File: config.mk
export PLATFORM = sky130hd
export DESIGN_NAME = matriz_leitor_serial
export DESIGN_NICKNAME = d
export VERILOG_FILES = /design/src/rtl/matriz_pkg.sv /design/src/rtl/matriz_elem_sel.sv /design/src/rtl/matriz_leitor_serial.sv
export SDC_FILE = /design/constraint.sdc
export NUM_CORES = 1
export LEC_CHECK = 0
export CAP_MARGIN = 10
export CORE_MARGIN = 3
export CORE_UTILIZATION = 52
export CTS_CLUSTER_DIAMETER = 200
export CTS_CLUSTER_SIZE = 20
export DETAILED_ROUTE_END_ITERATION = 16
export PLACE_DENSITY = 0.85
export SLEW_MARGIN = 20
export SYNTH_ARGS = -nofsm -noshare
export SYNTH_HDL_FRONTEND = slang
export SYNTH_SLANG_ARGS = --single-unit
File: constraint.sdc
create_clock -name clock -period 13.9 [get_ports clock]
set_clock_uncertainty 0.05 [all_clocks]
set_input_delay 2.085 -clock clock [delete_from_list [all_inputs] [get_ports clock]]
set_output_delay 2.085 -clock clock [all_outputs]
set_load 0.01 [all_outputs]
File: src/rtl/matriz_pkg.sv
// Shared definitions for the 5x5 matrix datapath: multiplier, writer-side loader and result reader.
// Element (r,c) of a flattened matrix sits at bit offset ELEM_W*(c + DIM*r), row-major.
package matriz_pkg;

   localparam int DIM    = 5;
   localparam int ELEM_W = 8;
   localparam int MAT_W  = DIM * DIM * ELEM_W;
   localparam int IDX_W  = $clog2(MAT_W);
   localparam int CKS_W  = 16;

   typedef enum logic [1:0] {
      IDLE = 2'd0,
      SEND = 2'd1,
      FIM  = 2'd2
   } estado_t;

   function automatic logic [IDX_W-1:0] indice(input logic [2:0] linha,
                                               input logic [2:0] coluna);
      return IDX_W'(ELEM_W * (int'(coluna) + DIM * int'(linha)));
   endfunction

endpackage

File: src/rtl/matriz_elem_sel.sv
// Combinational element selector: picks element (linha, coluna) out of a flattened matrix.
// Shared with the loader; indices are expected to stay inside 0..DIM-1.
module matriz_elem_sel
   import matriz_pkg::*;
(
   input  logic [MAT_W-1:0]         buffer,
   input  logic [2:0]               linha,
   input  logic [2:0]               coluna,
   output logic signed [ELEM_W-1:0] elem
);

   logic [IDX_W-1:0] idx;

   assign idx  = indice(linha, coluna);
   assign elem = buffer[idx +: ELEM_W];

endmodule

File: src/rtl/matriz_leitor_serial.sv
// Captures a flattened 5x5 result matrix on start and streams the active NxN block row-major
// over valid/ready. Define CHECKSUM_EN to add a 16-bit running sum of the transferred elements.
module matriz_leitor_serial
   import matriz_pkg::*;
(
   input  logic                     clock,
   input  logic                     reset_n,
   input  logic                     start,
   input  logic [MAT_W-1:0]         matriz_in,
   input  logic [7:0]               tamanho,
   output logic                     busy,
   output logic                     out_valid,
   input  logic                     out_ready,
   output logic signed [ELEM_W-1:0] out_data,
   output logic [2:0]               out_linha,
   output logic [2:0]               out_coluna,
   output logic                     out_last,
   output logic                     done,
   output logic                     erro
`ifdef CHECKSUM_EN
   ,
   output logic [CKS_W-1:0]         checksum
`endif
);

   estado_t           estado, estado_nx;
   logic [MAT_W-1:0]  buffer;
   logic [2:0]        linha, linha_nx;
   logic [2:0]        coluna, coluna_nx;
   logic [2:0]        n_reg, n_nx;
   logic [2:0]        n_m1;
   logic              erro_r, erro_nx;
   logic              tam_ok;
   logic              capture;
   logic              xfer;
   logic              last_elem;
   logic signed [ELEM_W-1:0] elem;

   matriz_elem_sel u_sel (
      .buffer (buffer),
      .linha  (linha),
      .coluna (coluna),
      .elem   (elem)
   );

   assign n_m1   = n_reg - 3'd1;
   assign tam_ok = (tamanho != 8'd0) && (tamanho <= 8'(DIM));

   always_ff @(posedge clock or negedge reset_n) begin
      if (!reset_n) begin
         estado <= IDLE;
         linha  <= 3'd0;
         coluna <= 3'd0;
         n_reg  <= 3'd0;
         erro_r <= 1'b0;
      end else begin
         estado <= estado_nx;
         linha  <= linha_nx;
         coluna <= coluna_nx;
         n_reg  <= n_nx;
         erro_r <= erro_nx;
      end
   end

   // Matrix storage is data only; outputs are gated by state so it needs no reset.
   always_ff @(posedge clock) begin
      if (capture) begin
         buffer <= matriz_in;
      end
   end

   always_comb begin
      estado_nx  = estado;
      linha_nx   = linha;
      coluna_nx  = coluna;
      n_nx       = n_reg;
      erro_nx    = 1'b0;
      capture    = 1'b0;
      xfer       = (estado == SEND) && out_ready;
      last_elem  = (linha == n_m1) && (coluna == n_m1);
      busy       = 1'b0;
      out_valid  = 1'b0;
      out_data   = '0;
      out_linha  = 3'd0;
      out_coluna = 3'd0;
      out_last   = 1'b0;
      done       = erro_r;
      erro       = erro_r;

      case (estado)
         IDLE: begin
            if (start) begin
               if (tam_ok) begin
                  capture   = 1'b1;
                  n_nx      = tamanho[2:0];
                  linha_nx  = 3'd0;
                  coluna_nx = 3'd0;
                  estado_nx = SEND;
               end else begin
                  erro_nx = 1'b1;
               end
            end
         end
         SEND: begin
            busy       = 1'b1;
            out_valid  = 1'b1;
            out_data   = elem;
            out_linha  = linha;
            out_coluna = coluna;
            out_last   = last_elem;
            if (xfer) begin
               if (last_elem) begin
                  estado_nx = FIM;
               end else if (coluna == n_m1) begin
                  coluna_nx = 3'd0;
                  linha_nx  = linha + 3'd1;
               end else begin
                  coluna_nx = coluna + 3'd1;
               end
            end
         end
         FIM: begin
            done      = 1'b1;
            estado_nx = IDLE;
         end
         default: begin
            estado_nx = IDLE;
         end
      endcase
   end

`ifdef CHECKSUM_EN
   // Sign-extended running sum; holds after the last transfer until the next capture.
   always_ff @(posedge clock or negedge reset_n) begin
      if (!reset_n) begin
         checksum <= '0;
      end else if (capture) begin
         checksum <= '0;
      end else if (xfer) begin
         checksum <= checksum + {{(CKS_W-ELEM_W){elem[ELEM_W-1]}}, elem};
      end
   end
`endif

endmodule

==> metrics.md, run 1 <==
| Metric | Value |
|---|---|
| Run status | complete, no violations |
| TNS Setup | 0 ns |
| Die area | 0.0184 mm² |
| Reg clk slew, reported paths | 0.08 ns |
| Arrival time at the worst endpoint | 4.55 ns |
| RSZ-0062 raised after global routing | false |
| Vias per inst | 5.63 |
| Synth Area per Inst | 18.1 µm² |
| Clock Latency Late Sink | 0.47 ns |
| Die X | 135 µm |
| Synth async-reset ratio | 0.0566 |
| Crit. End Element | output port |
| Max Clock Freq | 150 MHz |
| First-pass GRT wire length | 30.4 mm |
| Total congestion overflow | 0 |
| Initial DRC Count | 377 |
| CP bufs+invs | 1 |
| Initial antenna violation count | 2 |
| Multi-input logic area | 0.00230 mm² |
| Hold WS | 0.430 ns |
| Worst EP required | 11.77 ns |
| Post-cts gate resize count | 0 |
| Hold path start | estado[1]$_DFFE_PN0P_ |
| Fillers | 1,030 |
| Final Wtd Congestion | 0.864 |
| # rows | 46 |
| YS warnings | 0 |
| Slew headroom | 0.298 |
| Num CTS Buffers | 14 |
| Buffers on Ports | 230 |
| Drt pass-1 iters | 5 |
| Core area | 0.0161 mm² |
| Peak VDD IR | 0.155 mV |
| Fin crit period | 6.69 ns |
| Reg2reg path depth | 5 |
| Worst hold endpoint | estado[0]$_DFFE_PN0P_ |
| Worst R2R Start | estado[0]$_DFFE_PN0P_ |
| Tcrit/Tclk final | 0.481 |
| I/O pin count | 231 |
| Setup ws final | 7.21 ns |
| Setup violations, final | 0 |
| Worst path slowest cell | fa_1 |
| Nets | 931 |
| Min-delay worst type | reg2reg |
| GRT Resource Usage Total | 0.220 |
| Largest net degree at the start of global routing | 119 |
| Largest register FFs | 200 |
| Synth Instances | 482 |
| Non-Filler Instances | 928 |
| Number of remaining DRC errors | 0 |
| Initial Util | 0.541 |
| Max cap viols | 0 |
| Total Wirelength | 20.4 mm |
| Root buffer cell | clkbuf_16 |
| Worst setup path startpoint | linha[0]$_DFFE_PN0P_ |
| Register area share after synthesis | 0.724 |
| Setup slack at placement | 7.80 ns |
| FF-to-FF End | buffer[161]$_DFFE_PP_ |
| Register bit count reported by yosys | 212 |
| Final antenna-violating net count | 0 |
| CP max FO | 22 |
| Synth Cell Area | 0.00872 mm² |
| Post-synth EDFFs | 200 |
| Synth Net Count | 706 |
| Max-slew violations | 0 |
| Pwr dens | 191 mW/mm² |
| Final Util | 0.723 |
| Top delay family on crit path | adder cells |
| FF-to-FF setup slack | 10.70 ns |
| Register area | 0.00631 mm² |
| Hold_buf cts | 0 |
| Routed WL per cell | 22.0 µm |
| H-tree depth | 1 |
| Distinct cell type count after synthesis | 49 |
| Primary FF master, synth | edfxtp_1 |
| Final Hold Fails | 0 |
| Postcts setup bufs | 0 |
| Min-Delay Path Depth | 1 |
| CTS tree | built |
| Vias | 5,224 |
| Post-detail-place hpwl | 14.9 mm |
| Slew @ Worst Pin | 1.05 ns |
| Critical path, cell by cell | ha_1 -> ha_1 -> fa_1 -> nor2_1 -> a22o_1 -> nor4_1 -> a211oi_1 -> nor4_1 -> clkdlybuf4s50_1 |
| Clock Sinks | 212 |
| Slowest Stage Delay on Critical Path | 0.95 ns |
| Placed cells | 906 |
| Vias in the first global route | 5,557 |
| Die H | 135 µm |
| Layout cells sized above 1 | 0.0886 |
| Largest Register | buffer |
| Clock buffer depth | 3 |
| Startpoint Class | register |
| P_leak | 0.00386 µW |
| Worst Path Class, Setup | reg2out |
| Synth-to-Final Area Change | 33.7% |
[cells in the final DEF, fill, tap and decap left out, types with 3 or more instances in the layout]
cell type	n
mux4_2	32
nor3_1	3
ha_1	9
mux2i_1	21
nor4_1	15
clkdlybuf4s50_1	230
a2111oi_0	8
dfrtp_1	12
edfxtp_1	200
inv_1	6
xnor2_1	4
clkbuf_16	15
clkbuf_1	4
nor3b_1	3
and4_1	8
a31oi_1	3
nand2b_1	3
a22o_1	7
nor2b_1	16
and2_1	13
a211oi_1	23
nand2_1	29
nor2_1	8
[worst max path at each step]
stage / endpoint / cells after the start / slack, ns
after floorplan: n_reg[0]$_DFFE_PN0P_ / 4 / 6.34
after global placement: out_data[0] / 9 / 8.04
after detailed placement: out_data[2] / 9 / 7.80
after CTS: out_data[2] / 9 / 7.28
after global routing: out_data[2] / 9 / 6.99
final: out_data[2] / 9 / 7.21
[cells by family after synthesis]
kind of cell               after synthesis  synth area share
muxes                                   53             0.107
buffers and inverters                   31            0.0174
xor gates and xnor gates                 9            0.0108
and+or+nand+nor                        107            0.0713
adders and majority gates               12            0.0181
AOI/OAI and AO/OA                       58            0.0521
DFF                                    212             0.724
[metal layers]
metal / part of all wire / track usage
met1: 0.36 / 0.270
met2: 0.53 / 0.392
met3: 0.082 / 0.0550
met4: 0.027 / 0.0571
met5: 0.00064 / 0
[report_power, final]
part	internal [µW]	switching [µW]	leakage, µW
Sequential	713	18.7	0.00195
Clock	198	197	0.000194
Combinational	507	596	0.00172
Total	1420	812	0.00386
[worst register-to-register path: stages (launching register included)]
cell and delay, ns:
dfrtp_1 0.41, or3b_1 0.40, or4_4 0.61, inv_8 0.53
buf_4 0.48, buf_16 0.34
[final cells by class]
| type | count | area share |
|---|---|---|
| Multi-Input combinational cell | 239 | 0.197 |
| Antenna cell | 1 | 0.000215 |
| Timing Repair Buffer | 233 | 0.201 |
| Clock inverter | 1 | 0.000752 |
| Clock buffer | 19 | 0.0335 |
| Sequential cell | 212 | 0.541 |
| Tap cell | 216 | 0.0232 |
| Inverter | 7 | 0.00290 |
[cells in the mapped netlist (9+ instances only)]
cell / count / area share
nand2_1: 29 / 0.012
edfxtp_1: 200 / 0.69
and2_1: 13 / 0.0093
nor4_1: 15 / 0.011
ha_1: 11 / 0.016
mux2i_1: 21 / 0.024
mux4_2: 32 / 0.083
a211oi_1: 23 / 0.020
dfrtp_1: 12 / 0.034
nor2b_1: 16 / 0.011
clkbuf_1: 9 / 0.0039
[metrics by stage]
stage               cell area, µm²  total power [µW]
finish                       11700              2230
global placement             11200              1830
detailed placement           11200              1850
global route                 11700              2350
CTS                          11600              2240
floorplan                     8720              1490
(Power assumes the default switching activity.)
==> inputs of run 2 (changes only) <==
--- a/config.mk
+++ b/config.mk
@@ -7,11 +7,11 @@
 export LEC_CHECK = 0
 export CAP_MARGIN = 10
 export CORE_MARGIN = 3
-export CORE_UTILIZATION = 52
+export CORE_UTILIZATION = 49
 export CTS_CLUSTER_DIAMETER = 200
 export CTS_CLUSTER_SIZE = 20
 export DETAILED_ROUTE_END_ITERATION = 16
-export PLACE_DENSITY = 0.85
+export PLACE_DENSITY = 0.81
 export SLEW_MARGIN = 20
 export SYNTH_ARGS = -nofsm -noshare
 export SYNTH_HDL_FRONTEND = slang
==> constraint.sdc (replaced) <==
create_clock -name clock -period 6.9 [get_ports clock]
set_clock_uncertainty 0.05 [all_clocks]
set_input_delay 1.035 -clock clock [delete_from_list [all_inputs] [get_ports clock]]
set_output_delay 1.035 -clock clock [all_outputs]
set_load 0.01 [all_outputs]
==> run 2 against run 1 <==
Cell count up 1.3%. Utilization down 5.2 points. Combinational power up 100%. Flip-flop and latch count unchanged. Sequential share of layout area unchanged. Critical path depth unchanged. Worst setup slack worse by 5.9 ns. Register-to-register slack worse by 6.9 ns. Total power up 100%. Critical endpoint is now out_data[0]. Largest power group unchanged. Highest routed layer unchanged.
==> metrics.md, run 2 (synthesis gave the netlist of run 1 again) <==
| Metric | Value |
|---|---|
| Fillers | 1,162 (was 1,030) |
| Drt pass-1 iters | 7 (was 5) |
| Clock power share | 0.177 (about the same) |
| Initial DRC Count | 520 (was 377) |
| Max cap viols | 0 (unchanged) |
| Register area | 0.00631 mm² (unchanged) |
| Die H | 139 µm (was 135 µm) |
| Core area | 0.0174 mm² (was 0.0161 mm²) |
| Commonest non-fill, non-tap cell in the layout | clkdlybuf4s50_1 (unchanged) |
| Max-slew violations | 0 (unchanged) |
| Peak VDD IR | 0.290 mV (was 0.155 mV) |
| Hold_buf cts | 0 (unchanged) |
| Largest Register | buffer (unchanged) |
| Clock buffer depth | 3 (unchanged) |
| CTS tree | built (unchanged) |
| Power consumption | 4500 µW (was 2230 µW) |
| Initial antenna violation count | 5 (was 2) |
| Number of remaining DRC errors | 0 (unchanged) |
| Slew headroom | 0.280 (was 0.298) |
| TNS Setup | 0 ns (unchanged) |
| Pint | 2870 µW (was 1420 µW) |
| Vias in the first global route | 5,719 (was 5,557) |
| Top delay family on crit path | adder cells (unchanged) |
| FF-to-FF setup slack | 3.82 ns (was 10.70 ns) |
| Fin crit period | 5.63 ns |
| Reg clk slew, reported paths | 0.09 ns (was 0.08 ns) |
| Total Wirelength | 20.8 mm (was 20.4 mm) |
| Tcrit/Tclk final | 0.817 |
| Buffers on Ports | 230 (unchanged) |
| Synth-to-Final Area Change | 33.7% (unchanged) |
| Post-cts gate resize count | 0 (unchanged) |
| Die area | 0.0194 mm² (was 0.0184 mm²) |
| CP max FO | 22 (unchanged) |
| Routed WL per cell | 22.1 µm (was 22.0 µm) |
| P_leak | 0.00386 µW (about the same) |
| # rows | 48 (was 46) |
| Total net switching power | 1630 µW (was 812 µW) |
| Placed cells | 918 (was 906) |
| Gate power share | 0.495 (about the same) |
| Clock Latency Late Sink | 0.46 ns (was 0.47 ns) |
| Switching Fraction | 0.362 (was 0.364) |
| H-tree depth | 1 (unchanged) |
| Largest register FFs | 200 (unchanged) |
| Run status | complete, no violations (unchanged) |
| Num CTS Buffers | 14 (unchanged) |
| Layout cells sized above 1 | 0.0899 (was 0.0886) |
| I/O pin count | 231 (unchanged) |
| Worst path slowest cell | fa_1 (unchanged) |
| Nets | 933 (was 931) |
| Max Clock Freq | 177 MHz |
| Slowest Stage Delay on Critical Path | 0.95 ns (about the same) |
| Postcts setup bufs | 0 (unchanged) |
| Post-detail-place hpwl | 15.1 mm (was 14.9 mm) |
| Setup violations, final | 0 (unchanged) |
| Non-Filler Instances | 940 (was 928) |
| Sequential power share | 0.328 (about the same) |
| Critical path, cell by cell | ha_1 -> ha_1 -> fa_1 -> nor2_1 -> a22o_1 -> nor4_1 -> a211oi_1 -> nor4_1 -> clkdlybuf4s50_1 (unchanged) |
| Min-delay worst type | reg2reg (unchanged) |
| Worst Path Class, Setup | reg2out (unchanged) |
| Pwr dens | 386 mW/mm² (was 191 mW/mm²) |
| Total congestion overflow | 0 (unchanged) |
| Final Wtd Congestion | 0.851 (was 0.864) |
| Initial Util | 0.502 (was 0.541) |
| Commonest non-fill, non-tap cells in the layout | clkdlybuf4s50_1 (230), edfxtp_1 (200), mux4_2 (32) (unchanged) |
| Vias per inst | 5.66 (was 5.63) |
| Final Hold Fails | 0 (unchanged) |
| Multi-input logic area | 0.00229 mm² (was 0.00230 mm²) |
| Startpoint Class | register (unchanged) |
| RSZ-0062 raised after global routing | false (unchanged) |
| GRT Resource Usage Total | 0.212 (was 0.220) |
| Final antenna-violating net count | 0 (unchanged) |
| Slew @ Worst Pin | 1.08 ns (was 1.05 ns) |
| Worst EP required | 5.81 ns (was 11.77 ns) |
| Die X | 139 µm (was 135 µm) |
| Largest net degree at the start of global routing | 116 (was 119) |
| Vias | 5,320 (was 5,224) |
| Arrival time at the worst endpoint | 4.55 ns (about the same) |
| CP bufs+invs | 1 (unchanged) |
| Root buffer cell | clkbuf_16 (unchanged) |
| Crit. End Element | output port (unchanged) |
| First-pass GRT wire length | 31.8 mm (was 30.4 mm) |
| Clock Sinks | 212 (unchanged) |
run 2: final timing paths:
kind / start / endpoint / cells after the start
max in group asynchronous: reset_n / coluna[0]$_DFFE_PN0P_ / 1
worst min register to register: estado[1]$_DFFE_PN0P_ / estado[0]$_DFFE_PN0P_ / 1
worst max register to register: estado[0]$_DFFE_PN0P_ / buffer[147]$_DFFE_PP_ / 4
worst min-delay path: estado[1]$_DFFE_PN0P_ / estado[0]$_DFFE_PN0P_ / 1
min in group asynchronous: reset_n / linha[1]$_DFFE_PN0P_ / 1
worst max-delay path: linha[0]$_DFFE_PN0P_ / out_data[0] / 9
run 2: routing by layer:
metal	up-vias	track usage	wire length (µm)
li1	2402	-	-
met1	2655	0.266	7910
met2	220	0.372	11000
met3	39	0.0443	1390
met4	4	0.0628	510
met5	-	0	31
run 2: stage by stage:
stage               hold WS (ns)  setup slack [ns]   util  area, µm²
floorplan                  0.384             0.386      -       8720
global placement           0.403              1.80  0.648      11200
detailed placement         0.417              1.74  0.648      11200
CTS                        0.428              1.23  0.671      11600
global route               0.457              1.04  0.671      11700
finish                     0.433              1.27  0.671      11700
run 2: power groups by stage:
stage | Sequential, µW | Clock [µW] | Combinational (µW)
finish | 1480 | 796 | 2230
global route | 1480 | 863 | 2410
CTS | 1480 | 815 | 2250
detailed placement | 1500 | 0 | 2220
global placement | 1500 | 0 | 2190
floorplan | 1500 | 0 | 1510
run 2: final cells by class:
class / instances / area share
diodes: 3 / 0.000644
clock buffers: 18 / 0.0332
clock inverters: 1 / 0.000752
inverters: 7 / 0.00290
multi-input cells: 239 / 0.196
flip-flops and latches: 212 / 0.541
well taps: 225 / 0.0242
repair buffers: 235 / 0.201
